[src/rtl/i2c_slave_if.sv]
// I2C responder bus bundle: raw bus pins, the open-drain SDA enable and the
// local byte handshake towards the logic that consumes and supplies data.
interface i2c_slave_if;
  logic       scl;
  logic       sda_in;
  logic       sda_oe;
  logic [7:0] rx_data;
  logic       rx_valid;
  logic [7:0] tx_data;
  logic       tx_load;
  logic       busy;
  logic       rw_flag;

  modport slave (
    input  scl, sda_in, tx_data,
    output sda_oe, rx_data, rx_valid, tx_load, busy, rw_flag
  );

  modport master (
    output scl, sda_in, tx_data,
    input  sda_oe, rx_data, rx_valid, tx_load, busy, rw_flag
  );
endinterface

[src/rtl/i2c_slave.sv]
// I2C responder: oversamples SCL/SDA on clk, detects START/STOP, matches a
// 7-bit address, receives bytes on writes and transmits local bytes on reads.
// SDA is open-drain: sda_oe=1 pulls the wire low.
module i2c_slave #(
  parameter logic [6:0] SLAVE_ADDR = 7'h50
) (
  input logic        clk,
  input logic        reset,
  i2c_slave_if.slave bus
);

  typedef enum logic [2:0] {
    StIdle,
    StAddr,
    StAddrAck,
    StWrData,
    StWrAck,
    StRdData,
    StRdAck,
    StRdWait
  } state_e;

  // Synchroniser and previous-value registers
  logic r_scl_s1, r_scl_s2, r_scl_prev;
  logic r_sda_s1, r_sda_s2, r_sda_prev;

  // FSM and datapath registers
  state_e     r_state;
  logic [3:0] r_cnt;
  logic [7:0] r_shift;
  logic [7:0] r_tx_shift;
  logic       r_sda_oe;
  logic [7:0] r_rx_data;
  logic       r_rx_valid;
  logic       r_tx_load;
  logic       r_busy;
  logic       r_rw_flag;

  // Next-state values
  state_e     w_state_nxt;
  logic [3:0] w_cnt_nxt;
  logic [7:0] w_shift_nxt;
  logic [7:0] w_tx_shift_nxt;
  logic       w_sda_oe_nxt;
  logic [7:0] w_rx_data_nxt;
  logic       w_rx_valid_nxt;
  logic       w_tx_load_nxt;
  logic       w_busy_nxt;
  logic       w_rw_flag_nxt;

  // Bus events derived from synced pins
  logic w_scl_rise, w_scl_fall, w_start, w_stop, w_sda;

  assign w_sda      = r_sda_s2;
  assign w_scl_rise = r_scl_s2 & ~r_scl_prev;
  assign w_scl_fall = ~r_scl_s2 & r_scl_prev;
  assign w_start    = r_scl_s2 & r_sda_prev & ~r_sda_s2;
  assign w_stop     = r_scl_s2 & ~r_sda_prev & r_sda_s2;

  // Two-flop synchronisers; reset high to match an idle pulled-up bus
  always_ff @(posedge clk or posedge reset) begin
    if (reset) begin
      r_scl_s1   <= 1'b1;
      r_scl_s2   <= 1'b1;
      r_scl_prev <= 1'b1;
      r_sda_s1   <= 1'b1;
      r_sda_s2   <= 1'b1;
      r_sda_prev <= 1'b1;
    end else begin
      r_scl_s1   <= bus.scl;
      r_scl_s2   <= r_scl_s1;
      r_scl_prev <= r_scl_s2;
      r_sda_s1   <= bus.sda_in;
      r_sda_s2   <= r_sda_s1;
      r_sda_prev <= r_sda_s2;
    end
  end

  // FSM state and datapath register update
  always_ff @(posedge clk or posedge reset) begin
    if (reset) begin
      r_state    <= StIdle;
      r_cnt      <= 4'd0;
      r_shift    <= 8'h00;
      r_tx_shift <= 8'h00;
      r_sda_oe   <= 1'b0;
      r_rx_data  <= 8'h00;
      r_rx_valid <= 1'b0;
      r_tx_load  <= 1'b0;
      r_busy     <= 1'b0;
      r_rw_flag  <= 1'b0;
    end else begin
      r_state    <= w_state_nxt;
      r_cnt      <= w_cnt_nxt;
      r_shift    <= w_shift_nxt;
      r_tx_shift <= w_tx_shift_nxt;
      r_sda_oe   <= w_sda_oe_nxt;
      r_rx_data  <= w_rx_data_nxt;
      r_rx_valid <= w_rx_valid_nxt;
      r_tx_load  <= w_tx_load_nxt;
      r_busy     <= w_busy_nxt;
      r_rw_flag  <= w_rw_flag_nxt;
    end
  end

  // Next-state logic; STOP beats START, and both beat bit handling
  always_comb begin
    w_state_nxt    = r_state;
    w_cnt_nxt      = r_cnt;
    w_shift_nxt    = r_shift;
    w_tx_shift_nxt = r_tx_shift;
    w_sda_oe_nxt   = r_sda_oe;
    w_rx_data_nxt  = r_rx_data;
    w_rx_valid_nxt = 1'b0;
    w_tx_load_nxt  = 1'b0;
    w_busy_nxt     = r_busy;
    w_rw_flag_nxt  = r_rw_flag;

    if (w_stop) begin
      w_state_nxt  = StIdle;
      w_cnt_nxt    = 4'd0;
      w_sda_oe_nxt = 1'b0;
      w_busy_nxt   = 1'b0;
    end else if (w_start) begin
      w_state_nxt  = StAddr;
      w_cnt_nxt    = 4'd0;
      w_sda_oe_nxt = 1'b0;
      w_busy_nxt   = 1'b0;
    end else begin
      unique case (r_state)
        StIdle: begin
          w_sda_oe_nxt = 1'b0;
          w_busy_nxt   = 1'b0;
        end

        StAddr: begin
          if (w_scl_rise && r_cnt < 4'd8) begin
            w_shift_nxt = {r_shift[6:0], w_sda};
            w_cnt_nxt   = r_cnt + 4'd1;
            if (r_cnt == 4'd7) begin
              // r_shift[6:0] holds the seven address bits at this point
              if (r_shift[6:0] == SLAVE_ADDR) begin
                w_rw_flag_nxt = w_sda;
                w_busy_nxt    = 1'b1;
              end else begin
                w_state_nxt = StIdle;
              end
            end
          end else if (w_scl_fall && r_cnt == 4'd8) begin
            w_sda_oe_nxt = 1'b1;
            w_state_nxt  = StAddrAck;
          end
        end

        StAddrAck: begin
          if (w_scl_fall) begin
            w_cnt_nxt = 4'd0;
            if (!r_rw_flag) begin
              w_sda_oe_nxt = 1'b0;
              w_state_nxt  = StWrData;
            end else begin
              w_tx_shift_nxt = bus.tx_data;
              w_tx_load_nxt  = 1'b1;
              w_sda_oe_nxt   = ~bus.tx_data[7];
              w_state_nxt    = StRdData;
            end
          end
        end

        StWrData: begin
          if (w_scl_rise && r_cnt < 4'd8) begin
            w_shift_nxt = {r_shift[6:0], w_sda};
            w_cnt_nxt   = r_cnt + 4'd1;
            if (r_cnt == 4'd7) begin
              w_rx_data_nxt  = {r_shift[6:0], w_sda};
              w_rx_valid_nxt = 1'b1;
            end
          end else if (w_scl_fall && r_cnt == 4'd8) begin
            w_sda_oe_nxt = 1'b1;
            w_state_nxt  = StWrAck;
          end
        end

        StWrAck: begin
          if (w_scl_fall) begin
            w_sda_oe_nxt = 1'b0;
            w_cnt_nxt    = 4'd0;
            w_state_nxt  = StWrData;
          end
        end

        StRdData: begin
          if (w_scl_rise && r_cnt < 4'd8) begin
            w_cnt_nxt = r_cnt + 4'd1;
          end else if (w_scl_fall) begin
            if (r_cnt == 4'd8) begin
              w_sda_oe_nxt = 1'b0;
              w_cnt_nxt    = 4'd0;
              w_state_nxt  = StRdAck;
            end else if (r_cnt != 4'd0) begin
              // MSB of the shifter is the bit on the wire; advance to the next
              w_tx_shift_nxt = {r_tx_shift[6:0], 1'b0};
              w_sda_oe_nxt   = ~r_tx_shift[6];
            end
          end
        end

        StRdAck: begin
          // r_cnt==1 records that the master ACKed on this clock
          if (w_scl_rise) begin
            if (w_sda) begin
              w_sda_oe_nxt = 1'b0;
              w_busy_nxt   = 1'b0;
              w_state_nxt  = StRdWait;
            end else begin
              w_cnt_nxt = 4'd1;
            end
          end else if (w_scl_fall && r_cnt == 4'd1) begin
            w_tx_shift_nxt = bus.tx_data;
            w_tx_load_nxt  = 1'b1;
            w_sda_oe_nxt   = ~bus.tx_data[7];
            w_cnt_nxt      = 4'd0;
            w_state_nxt    = StRdData;
          end
        end

        StRdWait: begin
          w_sda_oe_nxt = 1'b0;
          w_busy_nxt   = 1'b0;
        end

        default: begin
          w_state_nxt  = StIdle;
          w_sda_oe_nxt = 1'b0;
          w_busy_nxt   = 1'b0;
        end
      endcase
    end
  end

  assign bus.sda_oe   = r_sda_oe;
  assign bus.rx_data  = r_rx_data;
  assign bus.rx_valid = r_rx_valid;
  assign bus.tx_load  = r_tx_load;
  assign bus.busy     = r_busy;
  assign bus.rw_flag  = r_rw_flag;

endmodule

[src/flat_wrapper.sv]
// flat-port wrapper written by rule: the top's interface ports become plain ports
module i2c_slave_flat 
#(
  parameter logic [6:0] SLAVE_ADDR = 7'h50
)
  (clk, reset, bus_scl, bus_sda_in, bus_tx_data, bus_sda_oe, bus_rx_data, bus_rx_valid, bus_tx_load, bus_busy, bus_rw_flag);
  i2c_slave_if bus_i ();
  input logic clk;
  input logic reset;
  input wire logic [$bits(bus_i.scl)-1:0] bus_scl;
  input wire logic [$bits(bus_i.sda_in)-1:0] bus_sda_in;
  input wire logic [$bits(bus_i.tx_data)-1:0] bus_tx_data;
  output wire logic [$bits(bus_i.sda_oe)-1:0] bus_sda_oe;
  output wire logic [$bits(bus_i.rx_data)-1:0] bus_rx_data;
  output wire logic [$bits(bus_i.rx_valid)-1:0] bus_rx_valid;
  output wire logic [$bits(bus_i.tx_load)-1:0] bus_tx_load;
  output wire logic [$bits(bus_i.busy)-1:0] bus_busy;
  output wire logic [$bits(bus_i.rw_flag)-1:0] bus_rw_flag;
  assign bus_i.scl = bus_scl;
  assign bus_i.sda_in = bus_sda_in;
  assign bus_i.tx_data = bus_tx_data;
  assign bus_sda_oe = bus_i.sda_oe;
  assign bus_rx_data = bus_i.rx_data;
  assign bus_rx_valid = bus_i.rx_valid;
  assign bus_tx_load = bus_i.tx_load;
  assign bus_busy = bus_i.busy;
  assign bus_rw_flag = bus_i.rw_flag;
  i2c_slave #(.SLAVE_ADDR(SLAVE_ADDR)) u_core (.clk(clk), .reset(reset), .bus(bus_i));
endmodule
[config.mk]
export PLATFORM = sky130hd
export DESIGN_NAME = i2c_slave_flat
export DESIGN_NICKNAME = d
export VERILOG_FILES = /design/src/rtl/i2c_slave_if.sv /design/src/rtl/i2c_slave.sv /design/src/flat_wrapper.sv
export SDC_FILE = /design/constraint.sdc
export NUM_CORES = 1
export LEC_CHECK = 0
export CELL_PAD_IN_SITES_DETAIL_PLACEMENT = 0
export CELL_PAD_IN_SITES_GLOBAL_PLACEMENT = 2
export CORE_ASPECT_RATIO = 0.8
export CORE_MARGIN = 2
export CORE_UTILIZATION = 38
export CTS_CLUSTER_SIZE = 25
export DETAILED_ROUTE_END_ITERATION = 10
export HOLD_SLACK_MARGIN = 0.15
export PLACE_DENSITY = 0.88
export SKIP_LAST_GASP = 1
export SLEW_MARGIN = 20
export SYNTH_ARGS = -nofsm -noshare
export SYNTH_HDL_FRONTEND = slang
export SYNTH_SLANG_ARGS = --single-unit
[constraint.sdc]
create_clock -name clk -period 3.21 [get_ports clk]
set_input_delay 0.963 -clock clk [delete_from_list [all_inputs] [get_ports clk]]
set_output_delay 0.963 -clock clk [all_outputs]
set_load 0.03 [all_outputs]
==> impl_results.md <==
- Period utilization: roughly 77%
- Core area: 5440 sq um
- CP Max Fanout: 6
- CTS root buffer: clkbuf_8
- Syn-to-layout area delta: 18.7%
- Placed insts: slightly above 300
- DRC viols: 0
- DIE AREA: 6270 sq um
- R2R Path End: u_core.r_cnt[1]$_DFFE_PP0P_
- Worst r2r src: u_core.r_state[2]$_DFFE_PP0P_
- Hold path startpoint: u_core.r_scl_s1$_DFF_PP1_
- Vias post-DR: between 1,500 and 2,000
- Worst r2r path cells: 5
- Initial antenna violation count: 0
- Critical-path cell with the highest stage delay: clkdlybuf4s50_1
- R2R Setup Slk: 0.82 ns
- Clock buffer count from CTS: 5
- Syn nets: 230
- Met3 usage: around 4.1%
- Setup Buffers After CTS: 0
- Drt total wl: roughly 5 mm
- CP Launch Type: flop
- Largest net degree at the start of global routing: 41
- Clk_skew: ~0.012 ns
- Buf/Inv on CP: 1
- Post-synth EDFFs: 0
- Seq cells post-synth: 40
- Final min period: between 2 and 2.5 ns
- I/O pins: 25
- Vias in the first global route: around 1,600
- Number of cells upsized or downsized after cts: 0
- Clk_lat worst skew: a little under 0.3 ns
- Met1 Use GR: between 20 and 30%
- Drt initial violations: ~170
- Syn Inst Count: 215
- Net Switching: approximately 0.00066 W
- Cell Chain, Critical Path: clkdlybuf4s50_1
- Top cells by area, synth: dfrtp_1 40%, dfstp_2 7.3%, mux2_2 7.3%
- Logic pwr share: a little over a third
- Sequential-to-total area share from yosys stat: 47.0%
- Layout Cells excl Fill: ~320
- # setup viols final: 0
- Critical path capture point type: output pin
- WL/cell: between 15 and 20 um
- First-pass GRT wire length: about 8.5 mm
- Critical path class: reg2out
- All-Layer GR Usage: between 15 and 20%
- Status: finished clean
- Synth top area share: between 30 and 40%
- Clock Power Share: a little under a quarter
- Cell Area, Placed: 2440 sq um
- Avg Cell Area, Syn: about 10 sq um
- Delay-heaviest family, CP: buffers and inverters
- CTS tree: built
- Peak supply drop: around 250 uV
- Top-count cell post-synth: dfrtp_1
- GR Overflow Total: 0
- Yosys top cell by area: dfrtp_1
- Post-DRT Antenna Nets: 0
- Drt first pass iters: 4
- DP Wirelength: 3.48 mm
- Design area: 2550 sq um
- RSZ-0062 raised after global routing: false
- Hold Path Stages: 0
- Flop pwr share: 41.8%
- Max_slew headroom: 47.2%
- Fin. max-slew vios: 0
- Drt via density: between 5 and 6
- Final Wtd Congestion: about 0.88
- Sw Share: 37.7%
- Num rows: 24
- Share of synthesized registers carrying an async set or reset: 100%
- Share of cells above drive strength 1: 13.9%
- Power density cells: 684 nW/um^2
- Ant diodes: 0
- Finished Core Util: between 40 and 50%
- Nets: 252
- Synth cell count leaders: 34 x dfrtp_1, 23 x nand2_1, 23 x o21ai_0
- Clock Path Buffers: 2
- Max_cap viols: 0
- Worst-path clk slew: about 0.080 ns
- Hold-fix buffer count after cts: 0
- DIE HEIGHT: just over 70 um
- Fin Hold WS: between 0.3 and 0.4 ns
- Yosys warns: 0
- Busiest layer in global routing: met1
- Synth unique cells: between 40 and 50
- Met2 GRT Util: 24.5%
- Internal: around 0.0011 W
- Htree depth: 2
- Die X: a little under 90 um
- Slew @ Worst Pin: 0.771 ns
- CP peak stage delay: between 0.7 and 0.8 ns
- Critical Path RT: roughly 2.3 ns
- Worst path arrival time: 1.49 ns
- Hold Path Sink: u_core.r_scl_s2$_DFF_PP1_
- Main synth FF type: dfrtp_1
- Number of buffer cells added on primary ports: 24
- Final hold viol count: 0
- Fillers: 537
- Initial Util: around two fifths
- Fmax: around 410 MHz
- LEAKAGE: around 1.1 nW
- Total negative slack: 0 ns
- Synthesized cell area: ~2100 sq um
- Sink Count: 40
- HP Class: reg2reg
-- layout by cell type (no fill, tap or decap), drive strengths merged, types with 5 or more instances in the layout --
| master | instances |
|---|---|
| nor2b | 7 |
| dfstp | 6 |
| nor2 | 14 |
| clkdlybuf4s50 | 24 |
| clkbuf | 6 |
| mux2i | 7 |
| nor3 | 6 |
| nand3 | 5 |
| nand2 | 23 |
| a21oi | 10 |
| dfrtp | 34 |
| mux2 | 15 |
| inv | 7 |
| o21ai | 24 |
-- sequential cells by signal (all words and copies together) (netlist names) --
signal / count
u_core.r_sda_prev: 1
u_core.r_sda_s2: 1
u_core.r_scl_s2: 1
u_core.bus.sda_oe: 1
u_core.bus.rw_flag: 1
u_core.r_state: 3
u_core.r_cnt: 4
u_core.r_sda_s1: 1
u_core.bus.busy: 1
u_core.r_shift: 7
u_core.r_scl_s1: 1
u_core.r_tx_shift: 7
u_core.bus.rx_valid: 1
u_core.r_scl_prev: 1
u_core.bus.tx_load: 1
u_core.bus.rx_data: 8
-- worst max-delay path by stage --
stage	start	to	slack, ns	cells after the start
after CTS	u_core.bus.rw_flag$_DFFE_PP0P_	bus_rw_flag	0.75	1
after detailed placement	u_core.r_sda_s2$_DFF_PP1_	u_core.r_state[1]$_DFFE_PP0P_	0.87	6
final	u_core.bus.rw_flag$_DFFE_PP0P_	bus_rw_flag	0.75	1
after global routing	u_core.r_state[2]$_DFFE_PP0P_	u_core.r_cnt[1]$_DFFE_PP0P_	0.68	5
after global placement	u_core.r_sda_s2$_DFF_PP1_	u_core.r_state[1]$_DFFE_PP0P_	0.85	6
after floorplan	u_core.r_cnt[1]$_DFFE_PP0P_	u_core.r_state[1]$_DFFE_PP0P_	1.11	8
-- logic make-up after synthesis --
family	share of synthesized area, %
AND/OR/NAND/NOR	19.1
buffers and inverters	3.96
AO/OA/AOI/OAI	16.2
multiplexers	11.1
adder cells (fa/ha/maj)	2.22
flip-flops	47.0
XOR/XNOR	0.408
-- area by class of cell --
type / count / area, sq um / share of cell area (%)
clock inverters: 2 / 35.0 / 1.38
flip-flops and latches: 40 / 1010 / 39.6
multi-input cells: 157 / 1050 / 41.3
repair buffers: 26 / 255 / 10.0
inverters: 7 / 26.3 / 1.03
clock buffers: 6 / 72.6 / 2.85
well taps: 78 / 97.6 / 3.83
-- power by group through the flow --
| stage | sequential [W] | clock, W | combinational, W |
|---|---|---|---|
| final | 0.000727 | 0.000408 | 0.000606 |
| after CTS | 0.000727 | 0.000422 | 0.000607 |
| after global routing | 0.000749 | 0.000444 | 0.000683 |
| after global placement | 0.000731 | 0 | 0.000611 |
| after detailed placement | 0.000736 | 0 | 0.000604 |
| after floorplan | 0.000686 | 0 | 0.000493 |
-- through the flow --
stage,power [W],setup slack [ns]
after global routing,0.00188,0.678
after global placement,0.00134,0.854
after floorplan,0.00118,1.11
after detailed placement,0.00134,0.866
final,0.00174,0.753
after CTS,0.00176,0.748
-- metal layers --
| metal | wire length [um] | share of wire (%) |
|---|---|---|
| met5 | 0 | 0 |
| met3 | 239 | 4.8 |
| met1 | 2510 | 51 |
| met2 | 2180 | 44 |
| met4 | 37 | 0.74 |
No activity file was read; power rests on OpenSTA's default activity.
==> patch 1 (same settings) <==
Compare `r_cnt` against `4'd8` with >= in place of ==. Comments in the files are not updated.
--- a/src/rtl/i2c_slave.sv
+++ b/src/rtl/i2c_slave.sv
@@ -195,3 +195,3 @@
           end else if (w_scl_fall) begin
-            if (r_cnt == 4'd8) begin
+            if (r_cnt >= 4'd8) begin
               w_sda_oe_nxt = 1'b0;
Behaviour: no difference found for any inputs over 10 cycles, from zero or initial values and one cycle with reset high; that may be too few to reach the edited logic, so the function may still have changed.
==> patch 1 against the original RTL <==
  * Total power increased by 7.1%
  * Worst setup slack got worse by 0.085 ns
  * Global-route usage decreased by 0.84 points
  * Routed wire length decreased by 7.8%
  * Synthesized area increased by 0.93%
  * Worst hold slack improved by 0.0064 ns
  * Sequential cell count unchanged
  * Final area increased by 0.69%
  * Largest power group unchanged
==> patch 1: results (changes against the original RTL) <==
clock buffer depth - 2 (unchanged)
Least-Margin Pin Slew - 0.781 ns (was 0.771 ns)
Via Count - 1,657 (was 1,670)
share of cells above drive strength 1 - 21.5% (was 13.9%)
H-Tree Depth - 2 (unchanged)
Synth Flop Type - dfrtp_1 (unchanged)
PortBufs - 24 (unchanged)
Worst Skew - 0.00548 ns (was 0.0117 ns)
drt first pass iters - 4 (unchanged)
Initial DRC Count - 110 (was 173)
fill count - 532 (was 537)
number of buffers created by CTS - 5 (unchanged)
Largest register FFs - 8 (unchanged)
worst vdd ir - 296 uV (was 247 uV)
post-cts resize count - 0 (unchanged)
Skew-Pair Late Insertion Delay - 0.30 ns
Avg Cell Area, Syn - 10.3 um^2 (was 9.98 um^2)
Clock transition at path regs - 0.08 ns (about the same)
setup bufs post-CTS - 0 (unchanged)
Clock Tree Root - clkbuf_8 (unchanged)
Hold Path Class - flip-flop to flip-flop (unchanged)
Placed Cells - 303 (was 308)
CP max FO - 14 (was 6)
global-route wire length before repair - 7.96 mm (was 8.51 mm)
DP HPWL - 3.19 mm (was 3.48 mm)
per-cell routed wire length - 14.7 um (was 15.7 um)
Syn. warnings - 0 (unchanged)
Leak - 1.09 nW (was 1.07 nW)
Worst EP arrival - 2.77 ns (was 1.49 ns)
Area after DPL - 0.00247 mm^2 (was 0.00244 mm^2)
fin nets - 247 (was 252)
GP Congestion - 0.839 (was 0.884)
post-synthesis cell type count - 55 (was 48)
Ant. Diodes - 0 (unchanged)
syn_nets - 225 (was 230)
largest net degree at the start of global routing - 41 (unchanged)
register area share after synthesis - 46.6% (was 47.0%)
GRT Total Usage - 16.7% (was 17.5%)
asr flop ratio synth - 100% (unchanged)
Post-synth top cells - 34 x dfrtp_1, 16 x nor2_1, 15 x a21oi_1, 15 x mux2_2, 13 x o21ai_0 (was 34 x dfrtp_1, 23 x nand2_1, 23 x o21ai_0, 14 x mux2_2, 14 x nor2_1)
final WL - 4.58 mm (was 4.97 mm)
initial antenna violation count - 0 (unchanged)
slowest stage delay, CP - 0.58 ns (was 0.72 ns)
Setup Slack @ Placement - 0.676 ns (was 0.866 ns)
vias in the first global route - 1,574 (was 1,631)
status - finished clean (unchanged)
top post-synthesis cells by area - dfrtp_1 39%, mux2_2 7.8%, dfstp_2 7.3% (was dfrtp_1 40%, dfstp_2 7.3%, mux2_2 7.3%)
delay-heaviest family, CP - simple AND/OR/NAND/NOR gates (was buffers and inverters)
CP max stage cell - a221oi_4 (was clkdlybuf4s50_1)
## patch 1: final cells by class
| type | instances | area (um^2) | area share (%) |
|---|---|---|---|
| multi-input combinational | 147 | 1050 | 40.9 |
| sequential | 40 | 1010 | 39.3 |
| timing repair buffer | 29 | 278 | 10.8 |
| tap | 78 | 97.6 | 3.80 |
| clock buffer | 6 | 82.6 | 3.22 |
| inverter | 9 | 33.8 | 1.32 |
| clock inverter | 2 | 15.0 | 0.585 |
## patch 1: path summary, 6_finish.rpt
path | start | end | slack, ns | depth (start not counted)
worst max-delay path | u_core.r_cnt[1] | u_core.r_tx_shift[3] | 0.67 | 8
worst min-delay path | u_core.r_scl_s1 | u_core.r_scl_s2 | 0.36 | 0
worst max register to register | u_core.r_cnt[1] | u_core.r_tx_shift[3] | 0.67 | 8
worst min register to register | u_core.r_scl_s1 | u_core.r_scl_s2 | 0.36 | 0
max in group asynchronous | reset | u_core.r_sda_s2 | 1.76 | 3
min in group asynchronous | reset | u_core.bus.rx_data[1] | 1.08 | 3
## patch 1: power by group
part	total, mW	internal, mW	switching, mW
sequential	0.789	0.634	0.155
combinational	0.712	0.320	0.392
clock	0.364	0.174	0.190
total	1.87	1.13	0.737
## patch 1: cell families after synthesis
| group | Yosys count | share of synthesized area (%) |
|---|---|---|
| and+or+nand+nor | 67 | 17.6 |
| AOI/OAI and AO/OA | 55 | 17.9 |
| DFF | 40 | 46.6 |
| buffers and inverters | 23 | 4.97 |
| muxes | 21 | 10.8 |
| adders and majority gates | 3 | 1.73 |
| xor gates and xnor gates | 1 | 0.404 |
## patch 1: metal layers
metal  vias up  share of wire, %  global-route usage [%]
met5         -                 0                       0
met4         0               1.5                    6.73
met3         4               7.5                    5.30
met2        61                39                    21.1
met1       774                52                    25.9
li1        818                 -                       -
==> patch 2 (same flow settings) <==
Made on the original files. Make the reset (`reset`) synchronous in 2 clocked blocks.
--- a/src/rtl/i2c_slave.sv
+++ b/src/rtl/i2c_slave.sv
@@ -60,3 +60,3 @@
   // Two-flop synchronisers; reset high to match an idle pulled-up bus
-  always_ff @(posedge clk or posedge reset) begin
+  always_ff @(posedge clk) begin
     if (reset) begin
@@ -79,3 +79,3 @@
   // FSM state and datapath register update
-  always_ff @(posedge clk or posedge reset) begin
+  always_ff @(posedge clk) begin
     if (reset) begin
Function: no difference found for any inputs over 10 cycles, from zero or initial values and one cycle with reset high; that may be too few to reach the edited logic, so the function may still have changed.
==> patch 2 against the original RTL <==
  * Cell count grew 4.1%
  * Worst setup slack improved by 0.051 ns
  * Combinational power is 45% lower
  * Total power is 28% lower
  * Final area shrank 3.2%
  * Sequential cell count stayed put
  * Synthesized area rose by 0.12%
  * Register-to-register slack improved by 0.21 ns
  * Utilization is 1.7 points lower
  * Via count is 2.8% higher
  * Routed wire length shrank 3.4%
  * Non-clock buffer count is 1 lower
  * Largest cell class unchanged
==> patch 2: results (changes against the original RTL) <==
global-route wire length before repair - 8.40 mm (was 8.51 mm)
Leak - 1.00 nW (was 1.07 nW)
GRT Total Usage - 16.9% (was 17.5%)
share of cells above drive strength 1 - 11.6% (was 13.9%)
final WL - 4.80 mm (was 4.97 mm)
register area share after synthesis - 37.3% (was 47.0%)
syn_nets - 248 (was 230)
post-synthesis cell type count - 56 (was 48)
largest net degree at the start of global routing - 33 (was 41)
Initial DRC Count - 109 (was 173)
Via-to-Cell Ratio - 5.22 (was 5.28)
vias in the first global route - 1,687 (was 1,631)
top post-synthesis cells by area - dfxtp_1 37%, mux2i_1 7.9%, nor2_1 4.2% (was dfrtp_1 40%, dfstp_2 7.3%, mux2_2 7.3%)
Hold Path Class - flip-flop to flip-flop (unchanged)
asr flop ratio synth - 0% (was 100%)
status - finished clean (unchanged)
fill count - 566 (was 537)
Post-synth top cells - 40 x dfxtp_1, 24 x nor2_1, 21 x nand2_1, 17 x mux2i_1, 16 x a21oi_1 (was 34 x dfrtp_1, 23 x nand2_1, 23 x o21ai_0, 14 x mux2_2, 14 x nor2_1)
Worst Skew - 0.00968 ns (was 0.0117 ns)
CP max FO - 5 (was 6)
DP HPWL - 3.35 mm (was 3.48 mm)
post-cts resize count - 0 (unchanged)
GP Congestion - 0.790 (was 0.884)
Worst EP arrival - 1.44 ns (was 1.49 ns)
fin nets - 265 (was 252)
Least-Margin Pin Slew - 0.764 ns (was 0.771 ns)
initial antenna violation count - 0 (unchanged)
worst vdd ir - 262 uV (was 247 uV)
==> patch 2: final timing paths <==
kind	slack [ns]	cells past startpoint	startpoint	end
worst max-delay path	0.80	1	u_core.bus.rw_flag	bus_rw_flag
worst min-delay path	0.42	1	u_core.r_sda_s1	u_core.r_sda_s2
worst max register to register	1.03	5	u_core.r_state[2]	u_core.r_tx_shift[4]
worst min register to register	0.42	1	u_core.r_sda_s1	u_core.r_sda_s2
==> patch 2: final cells by class <==
class                   instances  share of cell area [%]
clock buffers                   5                    2.79
clock inverters                 3                   0.761
inverters                       7                    1.07
multi-input cells             171                    48.9
flip-flops and latches         40                    32.5
well taps                      78                    3.96
repair buffers                 25                    10.0
==> patch 2: where the power goes <==
part           switching (mW)  internal [mW]
sequential             0.0638          0.518
clock                   0.178          0.151
combinational           0.176          0.158
total                   0.418          0.828
==> patch 2: metrics by stage <==
step	setup slack, ns	std cells	instance area [um^2]
floorplan	1.46	233	2150
global placement	0.790	321	2380
detailed placement	0.752	321	2380
CTS	0.787	329	2470
global route	0.734	329	2470
finish	0.805	329	2470
==> patch 2: logic make-up after synthesis <==
logic type	count (synthesis)	share of synthesized area [%]
compound gates	52	19.0
xor+xnor	1	0.408
fa+ha+maj	3	1.75
buf+inv	22	6.58
flops	40	37.3
mux	17	7.92
simple gates	98	27.1
==> patch 2: layer usage <==
metal,global-route usage (%),up-vias,share of wire (%)
li1,-,875,-
met1,25.3,797,50
met2,24.7,43,44
met3,3.57,2,5.1
met4,4.71,0,0.52
met5,0,-,0
